--- src/rtl/ahb_master_burst_ctrl_pkg.sv ---
// Shared AHB types, FSM state encoding and burst helpers for the master burst controller.
package ahb_master_burst_ctrl_pkg;

  typedef enum logic [2:0] {
    HB_SINGLE = 3'd0,
    HB_INCR   = 3'd1,
    HB_WRAP4  = 3'd2,
    HB_INCR4  = 3'd3,
    HB_WRAP8  = 3'd4,
    HB_INCR8  = 3'd5,
    HB_WRAP16 = 3'd6,
    HB_INCR16 = 3'd7
  } hburst_type;

  typedef enum logic [1:0] {
    HT_IDLE   = 2'd0,
    HT_BUSY   = 2'd1,
    HT_NONSEQ = 2'd2,
    HT_SEQ    = 2'd3
  } htrans_type;

  typedef enum logic [1:0] {
    ST_IDLE,
    ST_REQ,
    ST_BURST,
    ST_LAST_DATA
  } mst_state_t;

  localparam int unsigned ADDR_STEP = 4;

  // Beat count N; INCR length comes from the command, all others are fixed.
  function automatic logic [4:0] burst_beats(input hburst_type burst, input logic [3:0] len);
    case (burst)
      HB_SINGLE:          return 5'd1;
      HB_INCR:            return {1'b0, len} + 5'd1;
      HB_WRAP4, HB_INCR4: return 5'd4;
      HB_WRAP8, HB_INCR8: return 5'd8;
      default:            return 5'd16;
    endcase
  endfunction

  function automatic logic is_wrap(input hburst_type burst);
    return burst inside {HB_WRAP4, HB_WRAP8, HB_WRAP16};
  endfunction

endpackage

--- src/rtl/ahb_master_burst_ctrl_addr_gen.sv ---
// Burst address generator: current address, beat counter, wrap/incr stepping, first/last flags.
module ahb_burst_addr_gen
  import ahb_master_burst_ctrl_pkg::*;
#(
  parameter int unsigned ADDR_W = 32
) (
  input  logic              hclk,
  input  logic              hreset,
  input  logic              load,
  input  logic [ADDR_W-1:0] start_addr,
  input  hburst_type        burst,
  input  logic [3:0]        len,
  input  logic              step,
  output logic [ADDR_W-1:0] addr,
  output logic              first,
  output logic              last
);

  logic [ADDR_W-1:0] addr_q;
  logic [ADDR_W-1:0] addr_inc;
  logic [ADDR_W-1:0] wrap_mask;
  logic [ADDR_W-1:0] addr_next;
  logic [4:0]        beats_q;
  logic [3:0]        cnt_q;
  logic              wrap_q;

  // Wrapping keeps the bits above the 4*N window and lets only the low bits roll over.
  always_comb begin
    addr_inc  = addr_q + ADDR_W'(ADDR_STEP);
    wrap_mask = ADDR_W'({beats_q, 2'b00}) - ADDR_W'(1);
    addr_next = wrap_q ? ((addr_q & ~wrap_mask) | (addr_inc & wrap_mask)) : addr_inc;
  end

  always_ff @(posedge hclk or posedge hreset) begin
    if (hreset) begin
      addr_q  <= '0;
      cnt_q   <= '0;
      beats_q <= 5'd1;
      wrap_q  <= 1'b0;
    end else if (load) begin
      addr_q  <= start_addr;
      cnt_q   <= '0;
      beats_q <= burst_beats(burst, len);
      wrap_q  <= is_wrap(burst);
    end else if (step) begin
      addr_q <= addr_next;
      cnt_q  <= cnt_q + 4'd1;
    end
  end

  assign addr  = addr_q;
  assign first = (cnt_q == '0);
  assign last  = (({1'b0, cnt_q} + 5'd1) == beats_q);

endmodule

--- src/rtl/ahb_master_burst_ctrl.sv ---
// AHB master burst controller: requests a slave arbiter, then issues a full burst on grant.
// Optional grant-wait timeout with cmd_err output is built in with AHB_MASTER_GRANT_TIMEOUT_EN.
module ahb_master_burst_ctrl
  import ahb_master_burst_ctrl_pkg::*;
#(
  parameter int unsigned SLAVE_NUM   = 3,
  parameter int unsigned SLAVE_IDX_W = $clog2(SLAVE_NUM),
  parameter int unsigned ADDR_W      = 32,
  parameter int unsigned DATA_W      = 32,
  parameter int unsigned TIMEOUT_CYC = 64
) (
  input  logic                   hclk,
  input  logic                   hreset,
  input  logic                   cmd_valid,
  output logic                   cmd_ready,
  input  logic [SLAVE_IDX_W-1:0] cmd_slave,
  input  logic [ADDR_W-1:0]      cmd_addr,
  input  hburst_type             cmd_burst,
  input  logic                   cmd_write,
  input  logic [3:0]             cmd_len,
  output logic [SLAVE_NUM-1:0]   hreq,
  input  logic [SLAVE_NUM-1:0]   hgrant,
  input  logic                   hwait,
  output logic [ADDR_W-1:0]      haddr,
  output logic [1:0]             htrans,
  output hburst_type             hburst,
  output logic                   hwrite,
  output logic [DATA_W-1:0]      hwdata,
  input  logic [DATA_W-1:0]      hrdata,
  input  logic [DATA_W-1:0]      wdata_in,
  output logic                   wdata_pop,
  output logic [DATA_W-1:0]      rdata_out,
  output logic                   rdata_valid,
  output logic                   cmd_done
`ifdef AHB_MASTER_GRANT_TIMEOUT_EN
  ,
  output logic                   cmd_err
`endif
);

  mst_state_t           state_q, state_d;
  logic [SLAVE_NUM-1:0] hreq_q, hreq_d;
  logic [SLAVE_NUM-1:0] slave_onehot;
  hburst_type           burst_q;
  logic                 write_q;
  logic [DATA_W-1:0]    hwdata_q;
  logic                 dphase_q;
  logic                 accept;
  logic                 issue;
  logic                 data_done;
  logic                 beat_first;
  logic                 beat_last;
  logic                 timeout;
  htrans_type           htrans_c;
  logic                 cmd_done_c;

  ahb_burst_addr_gen #(
    .ADDR_W (ADDR_W)
  ) u_addr_gen (
    .hclk       (hclk),
    .hreset     (hreset),
    .load       (accept),
    .start_addr (cmd_addr),
    .burst      (cmd_burst),
    .len        (cmd_len),
    .step       (issue),
    .addr       (haddr),
    .first      (beat_first),
    .last       (beat_last)
  );

  // An out-of-range slave index decodes to no request bit at all.
  always_comb begin
    slave_onehot = '0;
    for (int unsigned i = 0; i < SLAVE_NUM; i++) begin
      if (cmd_slave == SLAVE_IDX_W'(i)) slave_onehot[i] = 1'b1;
    end
  end

  // hreq_q is one-hot on the selected slave throughout REQ/BURST, so masking avoids an index.
  assign issue     = ((state_q == ST_REQ) || (state_q == ST_BURST)) && |(hgrant & hreq_q);
  assign data_done = dphase_q && !hwait;

`ifdef AHB_MASTER_GRANT_TIMEOUT_EN
  localparam int unsigned WAIT_W = $clog2(TIMEOUT_CYC + 1);
  logic [WAIT_W-1:0] wait_q;

  assign timeout = (state_q == ST_REQ) && !issue && (wait_q == WAIT_W'(TIMEOUT_CYC - 1));
  assign cmd_err = timeout;

  always_ff @(posedge hclk or posedge hreset) begin
    if (hreset) wait_q <= '0;
    else if ((state_q == ST_REQ) && !issue && !timeout) wait_q <= wait_q + WAIT_W'(1);
    else wait_q <= '0;
  end
`else
  assign timeout = 1'b0;
`endif

  always_comb begin
    state_d    = state_q;
    hreq_d     = hreq_q;
    accept     = 1'b0;
    htrans_c   = HT_IDLE;
    cmd_done_c = 1'b0;
    case (state_q)
      ST_IDLE: begin
        if (cmd_valid) begin
          accept  = 1'b1;
          hreq_d  = slave_onehot;
          state_d = ST_REQ;
        end
      end
      ST_REQ, ST_BURST: begin
        if (issue) begin
          htrans_c = beat_first ? HT_NONSEQ : HT_SEQ;
          state_d  = ST_BURST;
          if (beat_last) begin
            hreq_d  = '0;
            state_d = ST_LAST_DATA;
          end
        end else if (timeout) begin
          hreq_d  = '0;
          state_d = ST_IDLE;
        end
      end
      ST_LAST_DATA: begin
        if (data_done) begin
          cmd_done_c = 1'b1;
          state_d    = ST_IDLE;
        end
      end
      default: state_d = ST_IDLE;
    endcase
  end

  always_ff @(posedge hclk or posedge hreset) begin
    if (hreset) begin
      state_q <= ST_IDLE;
      hreq_q  <= '0;
    end else begin
      state_q <= state_d;
      hreq_q  <= hreq_d;
    end
  end

  always_ff @(posedge hclk or posedge hreset) begin
    if (hreset) begin
      burst_q  <= HB_SINGLE;
      write_q  <= 1'b0;
      hwdata_q <= '0;
      dphase_q <= 1'b0;
    end else begin
      if (accept) begin
        burst_q <= cmd_burst;
        write_q <= cmd_write;
      end
      if (issue && write_q) hwdata_q <= wdata_in;
      // An issue implies hwait=0, so any earlier data phase completes in the same cycle.
      dphase_q <= issue | (dphase_q & hwait);
    end
  end

  assign cmd_ready   = (state_q == ST_IDLE);
  assign hreq        = hreq_q;
  assign htrans      = htrans_c;
  assign hburst      = burst_q;
  assign hwrite      = write_q;
  assign hwdata      = hwdata_q;
  assign wdata_pop   = issue && write_q;
  assign rdata_out   = hrdata;
  assign rdata_valid = data_done && !write_q;
  assign cmd_done    = cmd_done_c;

endmodule

--- config.mk ---
export PLATFORM = sky130hd
export DESIGN_NAME = ahb_master_burst_ctrl
export DESIGN_NICKNAME = d
export VERILOG_FILES = /design/src/rtl/ahb_master_burst_ctrl_pkg.sv /design/src/rtl/ahb_master_burst_ctrl_addr_gen.sv /design/src/rtl/ahb_master_burst_ctrl.sv
export SDC_FILE = /design/constraint.sdc
export NUM_CORES = 1
export LEC_CHECK = 0
export ABC_AREA = 1
export ABC_CLOCK_PERIOD_IN_PS = 3000
export CAP_MARGIN = 10
export CORE_ASPECT_RATIO = 1.25
export CORE_MARGIN = 2
export CORE_UTILIZATION = 29
export CTS_BUF_LIST = sky130_fd_sc_hd__clkbuf_16
export CTS_CLUSTER_SIZE = 24
export DETAILED_ROUTE_END_ITERATION = 10
export PLACE_DENSITY_LB_ADDON = 0.2
export SYNTH_ARGS = -nofsm -noshare
export SYNTH_HDL_FRONTEND = slang
export SYNTH_SLANG_ARGS = --single-unit
--- constraint.sdc ---
create_clock -name hclk -period 3 [get_ports hclk]
set_input_delay 0.6 -clock hclk [delete_from_list [all_inputs] [get_ports hclk]]
set_output_delay 0.6 -clock hclk [all_outputs]
set_load 0.005 [all_outputs]
* Word-level counts from Yosys, hierarchy flattened
Cells that the tools add are included.
** Word-level totals
- Bits in latches :: 0
- Bits in writable memories :: 0
- ROM bits :: 0
- Register bits after elaboration :: 84
- Memories kept :: 0
- Bits of input ports :: 113
- Output and inout port bits :: 109
** Operators by class
- $mul :: 0
- Muxes and demuxes :: 25
- Add/sub/neg operators :: 5
- Reduce and logical (&&, ||, !) cells :: 20
- Equal/unequal tests :: 16
- Magnitude comparators :: 0
- Bitwise gates (word level) :: 7
- Shift operators :: 0
- Div/mod/pow operators :: 0
** Operators with widths (count)
- $mux 32 :: 3
- $and 32x32->32 :: 2
- $add 32x3->32 const B :: 1
- $not 32->32 :: 1
- $or 32x32->32 :: 1
- $pmux 5 s4 :: 1
- $add 4x1->5 const B :: 2
- $mux 2 :: 5
- $eq 3x3->1 const B :: 3
- $mux 1 :: 9
- $mux 3 :: 3
- $mux 4 :: 2
- $ne 2x2->1 const B :: 4
- $sub 7x1->8 const B :: 1
- $eq 2x2->1 const B :: 3
- $eq 3x2->1 const B :: 2
- $pmux 2 s3 :: 1
- $pmux 3 s2 :: 1
- $reduce_or 2->1 :: 3
- $eq 5x5->1 :: 1
- $add 4x1->4 const B :: 1
- $eq 2x1->1 const B :: 2
- $logic_and 1x1->1 :: 4
- $logic_not 2->1 :: 2
- 13 further kinds :: 15

* Logic depth before layout (Yosys ltp)
- Depth in word-level cells :: 7
- Gate-level depth with buffers :: 13
- Depth with buffers taken out :: 13

* By module
From an unflattened synthesis, not the netlist that was laid out.
** Unflattened totals
- Cells, all modules :: 715
- Area total of the unflattened synthesis :: 5128.7 µm²
** Modules (own cells, without submodules)
- ahb_burst_addr_gen :: seq. area each 1052.3 µm², instances 1, area an instance 3070.4 µm², cells an instance 472
- ahb_master_burst_ctrl :: seq. area each 1051.0 µm², instances 1, area an instance 2058.2 µm², cells an instance 243

* Least setup slack after synthesis
No wires, ideal clock.
- Path kind :: in2out
- Start point :: input port hgrant[2]
- End point :: output port wdata_pop
- Stages on the path :: 7
- Setup slack :: 1094 ps
- Buffers on the path :: 1
- Arrival time :: 1306 ps
- Required time :: 2400 ps
- Cell sequence :: nand2_1 -> nand3_1 -> nand2_2 -> inv_1 -> nand2_2 -> inv_1 -> buf_2
** On the way
- Cells in the longest elaborated chain, start to end :: 4
** RTL lines
- from (decl) :: line ahb_master_burst_ctrl.sv:22 : input logic [SLAVE_NUM-1:0] hgrant,
- $and 3x3->3 :: line ahb_master_burst_ctrl.sv:81 : assign issue = ((state_q == ST_REQ) || (state_q == ST_BURST)) && |(hgrant & hreq_q);
- $reduce_or 3->1 :: line ahb_master_burst_ctrl.sv:81
- $logic_and 1x1->1 :: line ahb_master_burst_ctrl.sv:81
- $logic_and 1x1->1 :: line ahb_master_burst_ctrl.sv:170 : assign wdata_pop = issue && write_q;
- to (decl) :: line ahb_master_burst_ctrl.sv:31 : output logic wdata_pop,
Every way passes these cells.

* Worst setup path after layout
Same ends and word-level chain as after synthesis.

==> metrics.md <==
| Metric | Value |
|---|---|
| Post-CTS sizing | `0` |
| Nets | `927` |
| Arr. time, crit path | `2.06 ns` |
| Worst Path Required | `2.40 ns` |
| Crit path buf inv count | `4` |
| Hold WC Path Type | `flop to flop` |
| Clock transition at path regs | `0.07 ns` |
| Post-DP Area | `6570 µm²` |
| Via density | `4.54` |
| Flops & latches, synth | `84` |
| Routability Congestion | `0.831` |
| Number of global-route vias before repair | `4705` |
| Max Cap Viol | `0` |
| Syn Inst Count | `681` |
| Period minus WS final | `2.66 ns` |
| Final worst-path cycle share | `0.887` |
| Synth Warn # | `0` |
| Die Area | `18200 µm²` |
| Drt wl/cell | `14.0 µm` |
| Slew headroom | `0.683` |
| # rows | `53` |
| P_leak | `3.17 nW` |
| Core Area | `16800 µm²` |
| # DRC | `0` |
| Post-CTS setup buffers | `0` |
| Clock Tree Root | `clkbuf_16` |
| Placement Setup Slack | `0.318 ns` |
| Post-route cell area | `6870 µm²` |
| Number of flops mapped to enable cells by yosys | `0` |
| CTS tree | `done` |
| Final antenna-violating net count | `0` |
| Worst vdd ir | `0.000406 V` |
| Drt first-iter violations | `185` |
| Startpoint types | `input pin` |
| Max Fanout on Critical Path | `5` |
| Sink Count | `84` |
| Crit path capture type | `output port` |
| Worst Clk Skew | `0.00755 ns` |
| Count of buffers from port buffering | `157` |
| Setup TNS | `0 ns` |
| PnR Total Power | `6.45 mW` |
| Slowest-stage cell, CP | `clkdlybuf4s50_1` |
| Met2 Routed Length | `6910 µm` |
| Worst path max stage delay | `0.49 ns` |
| Layout cells sized above 1 | `0.0653` |
| Pin count of the biggest net entering global routing | `53` |
| Most common cell after layout, fill and taps aside | `nand2_1` |
| Initial DRT Pass Iterations | `4` |
| Status | `complete, no violations` |
| Initial antenna violation count | `0` |
| Delay-heaviest family, CP | `buffers and inverters` |
| Cells on worst reg2reg path | `10` |
| Fin. Hold Viols | `0` |
| Final Max Tran Viols | `0` |
| Htree depth | `3` |
| CTS Hold Bufs | `0` |
| Final HPWL DP | `10600 µm` |
| Die X | `121 µm` |
| Post-synthesis async set-or-reset flop share | `1.00` |
| Top Metal Used | `met4` |
| TritonCTS Buffers | `9` |
| R2r setup slk | `0.94 ns` |
| Hold Path Stages | `2` |
| Final core occ | `0.408` |
| Total GRT Usage | `0.166` |
| Setup violators final | `0` |
| Area Overhead vs Synth | `38.0%` |
| RSZ-0062 raised after global routing | `false` |
| Pwr dens | `939 nW/µm²` |
| Reg-to-reg critical path startpoint | `state_q[0]` |
| F_max | `0.376 GHz` |
| Worst slew pin tran | `0.476 ns` |
| Worst-case clock buffer depth | `2` |
| Most frequent cells in the layout | `240 x nand2_1, 157 x clkdlybuf4s50_1, 83 x dfrtp_1` |
| Ports | `222` |
| GRT overflow | `0` |
| Synth Cell Area | `4980 µm²` |
| Hold EP | `hwdata[7]` |
| Starting density of the core | `0.296` |
| Fin worst setup slack | `0.339 ns` |
| WL met3 | `1300 µm` |
| Metal1 wirelength | `5990 µm` |
| Sequential area share after synthesis | `0.422` |
| Die height | `151 µm` |
| Synth unique cells | `39` |
| Post-synth top flop | `dfrtp_1` |
| CP cell instances | `clkdlybuf4s50_1 -> nand2_1 -> nand3_1 -> nand2_2 -> inv_1 -> nand2_2 -> inv_1 -> clkdlybuf4s50_1` |
| First-pass GRT wire length | `23600 µm` |
| Hold Crit Start | `hwdata[7]` |
| Diodes inserted | `0` |
| Crit Path Category | `input pin to output port` |
| Vias | `4684` |
| Routed WL | `14500 µm` |
| Syn Area/Cell | `7.31 µm²` |
| Synthesized Nets | `801` |
| Clk_lat worst skew | `0.36 ns` |
## synthesized netlist by cell type, types with 2 or more instances
cell type / n / area (µm²)
inv_1: 46 / 173
ha_1: 7 / 87.6
nand2_2: 9 / 56.3
nor3_1: 3 / 15.0
nand3b_1: 5 / 37.5
buf_4: 35 / 263
o21ai_1: 2 / 10.0
nand2_1: 240 / 901
clkbuf_1: 4 / 15.0
buf_2: 10 / 50.1
nor2_4: 2 / 22.5
nor2_2: 7 / 43.8
nor2_1: 78 / 293
nand4_1: 7 / 43.8
nor2_8: 2 / 40.0
nand3_1: 33 / 165
a21oi_1: 45 / 225
xor2_1: 12 / 105
o22ai_1: 4 / 25.0
a21o_1: 3 / 22.5
inv_2: 3 / 11.3
dfrtp_1: 83 / 2080
o21ai_0: 19 / 95.1
xnor2_1: 6 / 52.6
mux2i_1: 2 / 20.0
## where the power goes
part           leakage, nW  switching, mW  internal [mW]
Sequential            1.03          0.504           1.63
Combinational         2.00           1.59           1.55
Clock                0.141          0.526          0.657
Total                 3.17           2.62           3.83
## worst reg2reg max path: stages, from the launching register on
cell     delay (ns)
dfrtp_1        0.38
inv_1          0.06
ha_1           0.24
nand2_2        0.23
buf_4          0.21
nand2_2        0.15
inv_2          0.34
nand2_1        0.09
o21ai_0        0.17
nand2_1        0.07
nand2_1        0.06
## routing by layer
metal	global-route usage	vias up
met5	0	-
met4	0.0695	0
met3	0.0549	16
met2	0.279	165
met1	0.193	2121
li1	-	2382
## through the flow
step	hold WS [ns]	std cells
after floorplan	0.444	681
after global placement	0.462	1016
after detailed placement	0.464	1016
after CTS	0.483	1032
after global routing	0.497	1032
final	0.478	1032
## kinds of logic (layout without fill, tap and decap cells)
group | after synthesis | count (layout) | share of synthesized area
buffers and inverters | 98 | 229 | 0.103
DFF | 84 | 84 | 0.422
xor gates and xnor gates | 18 | 18 | 0.0317
and+or+nand+nor | 390 | 390 | 0.331
muxes | 2 | 2 | 0.00402
AOI/OAI and AO/OA | 82 | 82 | 0.0904
adders and majority gates | 7 | 7 | 0.0176
## final cells by class
type	instances	area, µm²
clock buffer	9	225
multi-input combinational	499	2370
clock inverter	7	81.3
tap	220	275
inverter	49	185
fill	1771	9970
sequential	84	2100
timing repair buffer	164	1640
## worst max path at each step
| stage | from | endpoint | slack [ns] | cells past startpoint |
|---|---|---|---|---|
| after floorplan | hreset | asynchronous set/reset pin | 0.24 | 1 |
| final | hgrant[2] | wdata_pop | 0.34 | 8 |
| after global placement | hgrant[2] | htrans[0] | 0.32 | 6 |
| after CTS | hgrant[2] | wdata_pop | 0.32 | 8 |
| after global routing | hgrant[1] | wdata_pop | 0.21 | 8 |
| after detailed placement | hgrant[2] | htrans[0] | 0.32 | 6 |
(Power assumes the default switching activity.)
